File: config.mk
export PLATFORM = sky130hd
export DESIGN_NAME = seq_det_param
export DESIGN_NICKNAME = d
export VERILOG_FILES = /design/src/rtl/seq_det_param.sv
export SDC_FILE = /design/constraint.sdc
export NUM_CORES = 1
export LEC_CHECK = 0
export ABC_AREA = 1
export CORE_AREA = 2 2 39 41
export DETAILED_ROUTE_END_ITERATION = 8
export DIE_AREA = 0 0 41 43
export MAX_ROUTING_LAYER = met4
export PLACE_DENSITY = 0.63
export SLEW_MARGIN = 10
export SYNTH_ARGS = -nofsm -noshare
export SYNTH_HDL_FRONTEND = slang
export SYNTH_SLANG_ARGS = --single-unit
File: constraint.sdc
create_clock -name clk -period 1.3 [get_ports clk]
set_clock_uncertainty 0.2 [all_clocks]
set_input_delay 0.26 -clock clk [delete_from_list [all_inputs] [get_ports clk]]
set_output_delay 0.26 -clock clk [all_outputs]
set_load 0.005 [all_outputs]
File: src/rtl/seq_det_param.sv
// Parametrised serial pattern detector with a run-time reloadable pattern and a registered match
// pulse. Define SEQ_DET_MATCH_CNT_EN to add the saturating match_cnt output.
module seq_det_param #(
  parameter int unsigned          SEQ_LEN = 3,
  parameter logic [SEQ_LEN-1:0]   PATTERN = 3'b101,
  parameter bit                   OVERLAP = 1'b1,
  parameter int unsigned          CNT_W   = 8
) (
  input  logic               clk,
  input  logic               rst,
  input  logic               seqin,
  input  logic               seq_vld,
  input  logic               pat_ld,
  input  logic [SEQ_LEN-1:0] pat_in,
  output logic               dout,
  output logic               armed
`ifdef SEQ_DET_MATCH_CNT_EN
  ,
  output logic [CNT_W-1:0]   match_cnt
`endif
);

  localparam int unsigned FillW = $clog2(SEQ_LEN);
  // Number of bits that must be held before a match can complete.
  localparam logic [FillW-1:0] FillLast = FillW'(SEQ_LEN - 1);

  if (SEQ_LEN < 2 || SEQ_LEN > 16) begin : g_bad_seq_len
    $error("seq_det_param: SEQ_LEN must be in 2..16");
  end
  if (CNT_W < 1 || CNT_W > 32) begin : g_bad_cnt_w
    $error("seq_det_param: CNT_W must be in 1..32");
  end

  typedef enum logic [0:0] {StFill, StArmed} state_e;

  state_e               state_q, state_d;
  logic [SEQ_LEN-2:0]   hist_q, hist_d;
  logic [FillW-1:0]     fill_q, fill_d;
  logic [SEQ_LEN-1:0]   pat_q, pat_d;
  logic                 dout_q;
  logic                 match;
  logic [SEQ_LEN-1:0]   cand;
  logic [SEQ_LEN-2:0]   hist_shift;
  logic [FillW-1:0]     fill_inc;

  always_comb begin
    state_d    = state_q;
    hist_d     = hist_q;
    fill_d     = fill_q;
    pat_d      = pat_q;
    match      = 1'b0;
    cand       = {hist_q, seqin};
    hist_shift = cand[SEQ_LEN-2:0];
    fill_inc   = fill_q + 1'b1;

    if (pat_ld) begin
      pat_d   = pat_in;
      hist_d  = '0;
      fill_d  = '0;
      state_d = StFill;
    end else if (seq_vld) begin
      unique case (state_q)
        StFill: begin
          hist_d = hist_shift;
          fill_d = fill_inc;
          if (fill_inc == FillLast) begin
            state_d = StArmed;
          end
        end
        StArmed: begin
          match = (cand == pat_q);
          if (match && !OVERLAP) begin
            // Non-overlapping: the matched bits may not seed the next match.
            hist_d  = '0;
            fill_d  = '0;
            state_d = StFill;
          end else begin
            hist_d = hist_shift;
          end
        end
        default: begin
          hist_d  = '0;
          fill_d  = '0;
          state_d = StFill;
        end
      endcase
    end
  end

  always_ff @(posedge clk) begin
    if (rst) begin
      state_q <= StFill;
      hist_q  <= '0;
      fill_q  <= '0;
      pat_q   <= PATTERN;
      dout_q  <= 1'b0;
    end else begin
      state_q <= state_d;
      hist_q  <= hist_d;
      fill_q  <= fill_d;
      pat_q   <= pat_d;
      dout_q  <= match;
    end
  end

  assign dout  = dout_q;
  assign armed = (state_q == StArmed);

`ifdef SEQ_DET_MATCH_CNT_EN
  logic [CNT_W-1:0] cnt_q, cnt_d;

  always_comb begin
    cnt_d = cnt_q;
    if (pat_ld) begin
      cnt_d = '0;
    end else if (match && (cnt_q != {CNT_W{1'b1}})) begin
      cnt_d = cnt_q + 1'b1;
    end
  end

  always_ff @(posedge clk) begin
    if (rst) begin
      cnt_q <= '0;
    end else begin
      cnt_q <= cnt_d;
    end
  end

  assign match_cnt = cnt_q;
`endif

endmodule

==> results.ini, run 1 <==
[outcome]
status=finished, final reports clean

[floorplanning]
die_h_um=43
io_pins=10
die_w_um=41
start_util=0.286
core.rowCount=14
core_um2=1380
die_area_um2=1760

[detailed_routing]
first_pass_iters=4
routedWlPerCell_um=8.18
routed_wl_um=728
vias=373
viasPerCell=4.19
drc=0
ant_nets=0
drt_iter0_markers=3

[timing]
setup_ws_ns=0.0341
holdWs_ns=0.273
period_share=0.974
layout_min_cycle_time_ns=1.27
hold_violations=0
worst_slew_pin_slew_ns=0.178
relSlewSlack=0.881
rsz0062_at_grt=no
max_freq_mhz=790
final_max_slew_viol_count=0
finalSetupViolCount=0

[global_route]
grt_overflow=0
grt_max_degree=6
antenna_found_initial=0
grt_pass1_vias=275
grt_first_pass_wirelength_um=1090
track_usage=0.0967

[setup_path]
slowest_delay_ns=0.29
slowest_stage=dfxtp_1
crit_buf_inv=1
path_max_fanout=1
cp_cell_sequence=dlygate4sd2_1
r2r_slack_ns=0.19
cp_top_family=flip-flops
required_ns=0.84
critPathKind=reg2out
cp.arrival_ns=0.81
endpoint_kind=primary output
startpoint_type=register

[clock_tree]
numCtsBuffers=3
cts_max_level=1
cts_max_path_buffers=2
cts_tree=yes
post-cts-setup-buffer-count=0
clock_latency_ns=0.26
cts_root_buffer=clkbuf_4
cts.clk_slew.worst_paths_ns=0.06
cts_sinks=9

[finish]
nets=83
fillers=156
drive_gt1_frac=0.151
antennaDiodeCount=0
area_growth_pct=38.6
fin_cells=89

[logic_synthesis]
ys_warn_count=0
synthAdderAreaFrac=0.0316
netlist_instances=57
synth_seq_cells=9
synth-simple-area-share=0.278
synth_area_um2=395
synth.area.mux_share=0
syn_nets=66
synth_compound_area_frac=0.139
synth_top_family_by_area=simple AND/OR/NAND/NOR gates
avgSynthCellArea_um2=6.94
yosysUniqueCellTypes=12
yosysSeqAreaShare=0.456
synth_xor_area_frac=0

[power_and_ir_drop]
leakage_nw=0.267
power_density_nw_per_um2=1080
ir_drop_v=0.000366

[place]
hpwlAfterDp_um=575
preCtsSetupSlack_ns=-0.172
io_buffers=9
gp_congestion=0.663
dp_cells=85

[hold_path]
worst_hold_path_type=reg2reg

[job]
cap_violations=0

metrics by stage:
step           utilization  setup TNS [ns]  power [mW]  area (um^2)
6_report             0.396               0       0.590          548
3_5_place_dp         0.382           -1.11       0.378          528
4_1_cts              0.399               0       0.596          552
3_3_place_gp         0.382          -0.952       0.377          528
5_1_grt              0.396               0       0.623          548
2_1_floorplan            -               0       0.336          395
layout make-up:
class / count / area (um^2) / share of cell area
Timing Repair Buffer: 12 / 106 / 0.194
Sequential cell: 9 / 180 / 0.329
Clock buffer: 4 / 26.3 / 0.0479
Tap cell: 16 / 20.0 / 0.0365
Inverter: 10 / 37.5 / 0.0685
Multi-Input combinational cell: 38 / 178 / 0.324
final timing paths:
check	startpoint	to	cells past startpoint
worst max-delay path	dout	dout	1
worst min-delay path	pat_q[2]	pat_q[2]	2
worst min register to register	pat_q[2]	pat_q[2]	2
worst max register to register	fill_q[1]	armed	5
timing repair:
action / 4_1_cts / 5_1_grt
gates cloned: 0 / 0
resized for setup: 2 / 2
setup endpoints to repair: 2 / 1
hold buffers: 0 / 0
registers in the layout (all words and copies together), names as in the netlist:
signal	cells
pat_q	3
fill_q	2
hist_q	2
armed	1
dout	1
cell families after synthesis:
family | Yosys count
and+or+nand+nor | 26
AOI/OAI and AO/OA | 11
buffers and inverters | 10
DFF | 9
adders and majority gates | 1
power breakdown:
| group | internal, mW | switching, mW | leakage, nW |
|---|---|---|---|
| clock | 0.118 | 0.100 | 0.0150 |
| combinational | 0.0402 | 0.0362 | 0.179 |
| sequential | 0.288 | 0.00632 | 0.0739 |
cell usage after synthesis, drive strengths merged:
library cell	number	area (um^2)
a21oi	6	30.0
dfxtp	9	180
ha	1	12.5
inv	10	37.5
nand2	14	52.6
nor2	11	51.3
o21ai	5	25.0
or2	1	6.26
placed cells by master, fill, tap and decap left out, types with 2 or more instances in the layout:
cell type and count:
a21oi_1 6, buf_4 3, clkbuf_4 3, clkdlybuf4s50_1 7, dfxtp_1 9, inv_1 8
inv_2 2, nand2_1 14, nor2_1 9, o21ai_0 3, o21ai_1 2
metal layers:
metal | global-route usage | up-vias | wire length (um)
met4 | 0.0600 | 0 | 17
met5 | - | - | 0
met2 | 0.113 | 13 | 281
li1 | - | 207 | -
met1 | 0.129 | 151 | 372
met3 | 0.0471 | 2 | 57
Power figures use the tool's default switching activity.
==> inputs of run 2 (changes only) <==
--- a/config.mk
+++ b/config.mk
@@ -6,11 +6,11 @@
 export NUM_CORES = 1
 export LEC_CHECK = 0
 export ABC_AREA = 1
-export CORE_AREA = 2 2 39 41
+export CORE_AREA = 8 8 45 47
 export DETAILED_ROUTE_END_ITERATION = 8
-export DIE_AREA = 0 0 41 43
+export DIE_AREA = 0 0 53 55
 export MAX_ROUTING_LAYER = met4
-export PLACE_DENSITY = 0.63
+export PLACE_DENSITY = 0.58
 export SLEW_MARGIN = 10
 export SYNTH_ARGS = -nofsm -noshare
 export SYNTH_HDL_FRONTEND = slang
==> results.ini, run 2 (synthesized netlist as in run 1, its figures left out) <==
[finish]
final_area_um2=549
regMostFlops=pat_q
drive_gt1_frac=0.153
area_growth_pct=38.9
fillers=134
largest_reg_flops=3
final_cell_mix=14 x nand2_1, 9 x nor2_1, 8 x inv_1
antennaDiodeCount=0
nets=82
layout_commonest_cell=nand2_1
fin_cells=88
largestRegisters=pat_q (3), fill_q (2), hist_q (2)

[floorplanning]
core.rowCount=14
die_h_um=55
start_util=0.286
die_w_um=53
die_area_um2=2920
core_um2=1380
io_pins=10

[power_and_ir_drop]
power_frac_seq=0.504
power_density_nw_per_um2=1060
switching_power_mw=0.140
switching_share=0.239
p_comb_frac=0.127
leakage_nw=0.260
internal-power_mw=0.445
ir_drop_v=0.000355
clockPowerShare=0.369

[clock_tree]
cts_sinks=9
post-cts-setup-buffer-count=0
cts_resized=3
cts_root_buffer=clkbuf_4
hold_buffers=0
cts_max_level=1
clock_latency_ns=0.25
numCtsBuffers=3
cts_tree=yes
cts_max_path_buffers=2
cts.clk_slew.worst_paths_ns=0.06

[setup_path]
cp_top_family=flip-flops
crit_buf_inv=1
cp.depth=1
cp-endpoint=armed
critPathLaunch=armed
endpoint_kind=primary output
critPathKind=reg2out
slowest_delay_ns=0.33
required_ns=0.84
slowest_stage=dfxtp_2
startpoint_type=register
r2r_slack_ns=0.18
path_max_fanout=2
cp.arrival_ns=0.78
r2r-end=armed
rr_worst_depth=5
cp_cell_sequence=clkdlybuf4s15_1
timing.rr.start=fill_q[1]

[detailed_routing]
routed_wl_um=742
vias=354
viasPerCell=4.02
drt_iter0_markers=6
ant_nets=0
drc=0
routedWlPerCell_um=8.43
first_pass_iters=4

[timing]
rsz0062_at_grt=no
hold_violations=0
finalSetupViolCount=0
worst_slew_pin_slew_ns=0.227
layout_min_cycle_time_ns=1.24
period_share=0.956
relSlewSlack=0.848
max_freq_mhz=804
final_max_slew_viol_count=0

[global_route]
track_usage=0.0685
grt_max_degree=8
grt_overflow=0
grt_first_pass_wirelength_um=1430
antenna_found_initial=0
grt_pass1_vias=375

[hold_path]
worst_hold_path_type=reg2reg

[job]
cap_violations=0

[place]
place_area_um2=520
hpwlAfterDp_um=590
gp_congestion=0.741
dp_cells=84
io_buffers=9

[outcome]
status=finished, final reports clean

-- run 2: through the flow --
stage | TNS [ns] | power, mW | hold slack, ns | setup slack (ns) | util
2_1_floorplan | 0 | 0.336 | 0.154 | 0.256 | -
6_report | 0 | 0.585 | 0.286 | 0.0570 | 0.397
4_1_cts | 0 | 0.593 | 0.291 | 0.0222 | 0.394
3_3_place_gp | -1.09 | 0.376 | 0.277 | -0.167 | 0.376
3_5_place_dp | -1.08 | 0.376 | 0.279 | -0.169 | 0.376
5_1_grt | 0 | 0.624 | 0.324 | 0.00901 | 0.397
-- run 2: how the worst min path moves through the flow --
| stage | startpoint | cells after the start | endpoint |
|---|---|---|---|
| floorplan | seq_vld | 1 | hist_q[1] |
| global placement | fill_q[1] | 2 | fill_q[1] |
| detailed placement | fill_q[1] | 2 | fill_q[1] |
| CTS | pat_q[2] | 2 | pat_q[2] |
| global route | pat_q[2] | 2 | pat_q[2] |
| finish | fill_q[1] | 2 | fill_q[1] |
-- run 2: power by group through the flow --
stage | Clock, mW | Sequential [mW] | Combinational, mW
floorplan | 0 | 0.300 | 0.0367
global placement | 0 | 0.301 | 0.0751
detailed placement | 0 | 0.301 | 0.0745
CTS | 0.223 | 0.295 | 0.0749
global route | 0.242 | 0.296 | 0.0862
finish | 0.216 | 0.295 | 0.0742
-- run 2: layout make-up --
class	count	area (um^2)	area share
clock buffers	4	26.3	0.0478
multi-input cells	38	178	0.323
inverters	10	37.5	0.0683
well taps	16	20.0	0.0364
flip-flops and latches	9	183	0.333
repair buffers	11	105	0.191
-- run 2: routing by layer --
metal / track usage / wire [um] / up-vias
met5: - / 0 / -
met2: 0.0879 / 303 / 7
met1: 0.0832 / 395 / 141
met3: 0.0187 / 23 / 2
met4: 0.0647 / 19 / 0
li1: - / - / 204
==> inputs of run 3 (changes only) <==
==> constraint.sdc (replaced) <==
create_clock -name clk -period 1.3 [get_ports clk]
set_clock_uncertainty 0.2 [all_clocks]
set_input_delay 0.26 -clock clk [delete_from_list [all_inputs] [get_ports clk]]
set_output_delay 0.26 -clock clk [all_outputs]
set_load 0.1 [all_outputs]
==> results.ini, run 3 (synthesized netlist as in run 1, its figures left out) <==
[finish]
largestRegisters=pat_q (3), fill_q (2), hist_q (2)
area_growth_pct=46.5
regArea_um2=185
antennaDiodeCount=0
final_cell_mix=14 x nand2_1, 9 x nor2_1, 8 x inv_1
multi_input_area_um2=183
final_util=0.419
largest_reg_flops=3
layout_commonest_cell=nand2_1
fillers=142
regMostFlops=pat_q
nets=82
drive_gt1_frac=0.181

[detailed_routing]
vias=369
top_layer=met4
drt_iter0_markers=3
wl_met1_um=430
wl_met2_um=363
first_pass_iters=3
routed_wl_um=850
ant_nets=0
viasPerCell=4.19
drc=0
dr_wl_met3_um=37
routedWlPerCell_um=9.66

[clock_tree]
cts_sinks=9
clock_latency_ns=0.26
numCtsBuffers=3
cts_max_level=1
cts_root_buffer=clkbuf_4
cts.clk_slew.worst_paths_ns=0.06
cts_max_path_buffers=2
cts_tree=yes

[job]
cap_violations=0

[power_and_ir_drop]
power_density_nw_per_um2=1020
ir_drop_v=0.000431
p_total_mw=0.592
leakage_nw=0.277

[place]
hpwlAfterDp_um=645
preCtsSetupSlack_ns=-0.194
io_buffers=9
gp_congestion=0.758

[timing]
worst_slew_pin_slew_ns=0.306
setup_ws_ns=0.0538
relSlewSlack=0.796
layout_min_cycle_time_ns=1.25
period_share=0.959
final_max_slew_viol_count=0
finalSetupViolCount=0
max_freq_mhz=802
rsz0062_at_grt=no
hold_violations=0

[setup_path]
cp_cell_sequence=buf_12
crit_buf_inv=1
r2r-end=armed
endpoint_kind=primary output
r2r_slack_ns=0.18
timing.rr.start=fill_q[1]
required_ns=0.84
rr_worst_depth=5
path_max_fanout=2
slowest_delay_ns=0.36
slowest_stage=dfxtp_4
startpoint_type=register
cp.arrival_ns=0.79
cp_top_family=flip-flops
critPathKind=reg2out

[global_route]
track_usage=0.0751
grt_first_pass_wirelength_um=1570
grt_pass1_vias=387
antenna_found_initial=0
grt_overflow=0
grt_max_degree=8

[floorplanning]
io_pins=10
die_area_um2=2920
start_util=0.286
die_w_um=53
die_h_um=55
core.rowCount=14
core_um2=1380

[hold_path]
holdCritStartpoint=pat_ld
min_to=pat_q[0]
holdPathStages=2
worst_hold_path_type=in2reg

[outcome]
status=finished, final reports clean

[run 3: cell types whose count changed in the layout (fill, tap and decap cells not counted)]
cell / change
dfxtp_4: +1
nor2_2: -1
nor2_4: +1
clkdlybuf4s50_1: -1
dfxtp_2: -1
buf_12: +2
dlymetal6s2s_1: +1
clkdlybuf4s15_1: -2
[run 3: area by class of cell]
type	instances	area share
flip-flops and latches	9	0.320
inverters	10	0.0648
multi-input cells	38	0.315
clock buffers	4	0.0454
well taps	16	0.0346
repair buffers	11	0.220
[run 3: worst max path at each step]
stage                end  cells past startpoint    start  slack (ns)
5_1_grt            armed                      5      rst        0.01
6_report           armed                      1    armed        0.05
2_1_floorplan       dout                      4    armed        0.02
4_1_cts            armed                      1    armed      0.0005
3_3_place_gp   fill_q[1]                      6  seq_vld       -0.18
3_5_place_dp       armed                      5   pat_ld       -0.19
[run 3: where the power goes]
part | internal [mW] | switching [mW]
clock network | 0.118 | 0.0991
registers | 0.286 | 0.00675
logic | 0.0402 | 0.0411
[run 3: stage by stage]
step / instances / hold WS, ns / TNS [ns] / instance area (um^2)
final: 88 / 0.220 / 0 / 579
after global placement: 83 / 0.269 / -1.15 / 536
after detailed placement: 83 / 0.273 / -1.36 / 536
after global routing: 88 / 0.261 / 0 / 579
after CTS: 87 / 0.283 / 0 / 564
after floorplan: 57 / 0.154 / 0 / 398
[run 3: repair_timing]
| action | in CTS | in global routing |
|---|---|---|
| resized for setup | 1 | 2 |
| setup endpoints to repair | 1 | 2 |
| setup buffers | 0 | 1 |
| pin swaps | 0 | 0 |
| gates cloned | 0 | 0 |
| hold buffers | 0 | 0 |
[run 3: metal layers]
layer	track usage	vias to the layer above
met2	0.107	9
met5	-	-
li1	-	206
met3	0.0348	2
met4	0.0388	0
met1	0.0859	152
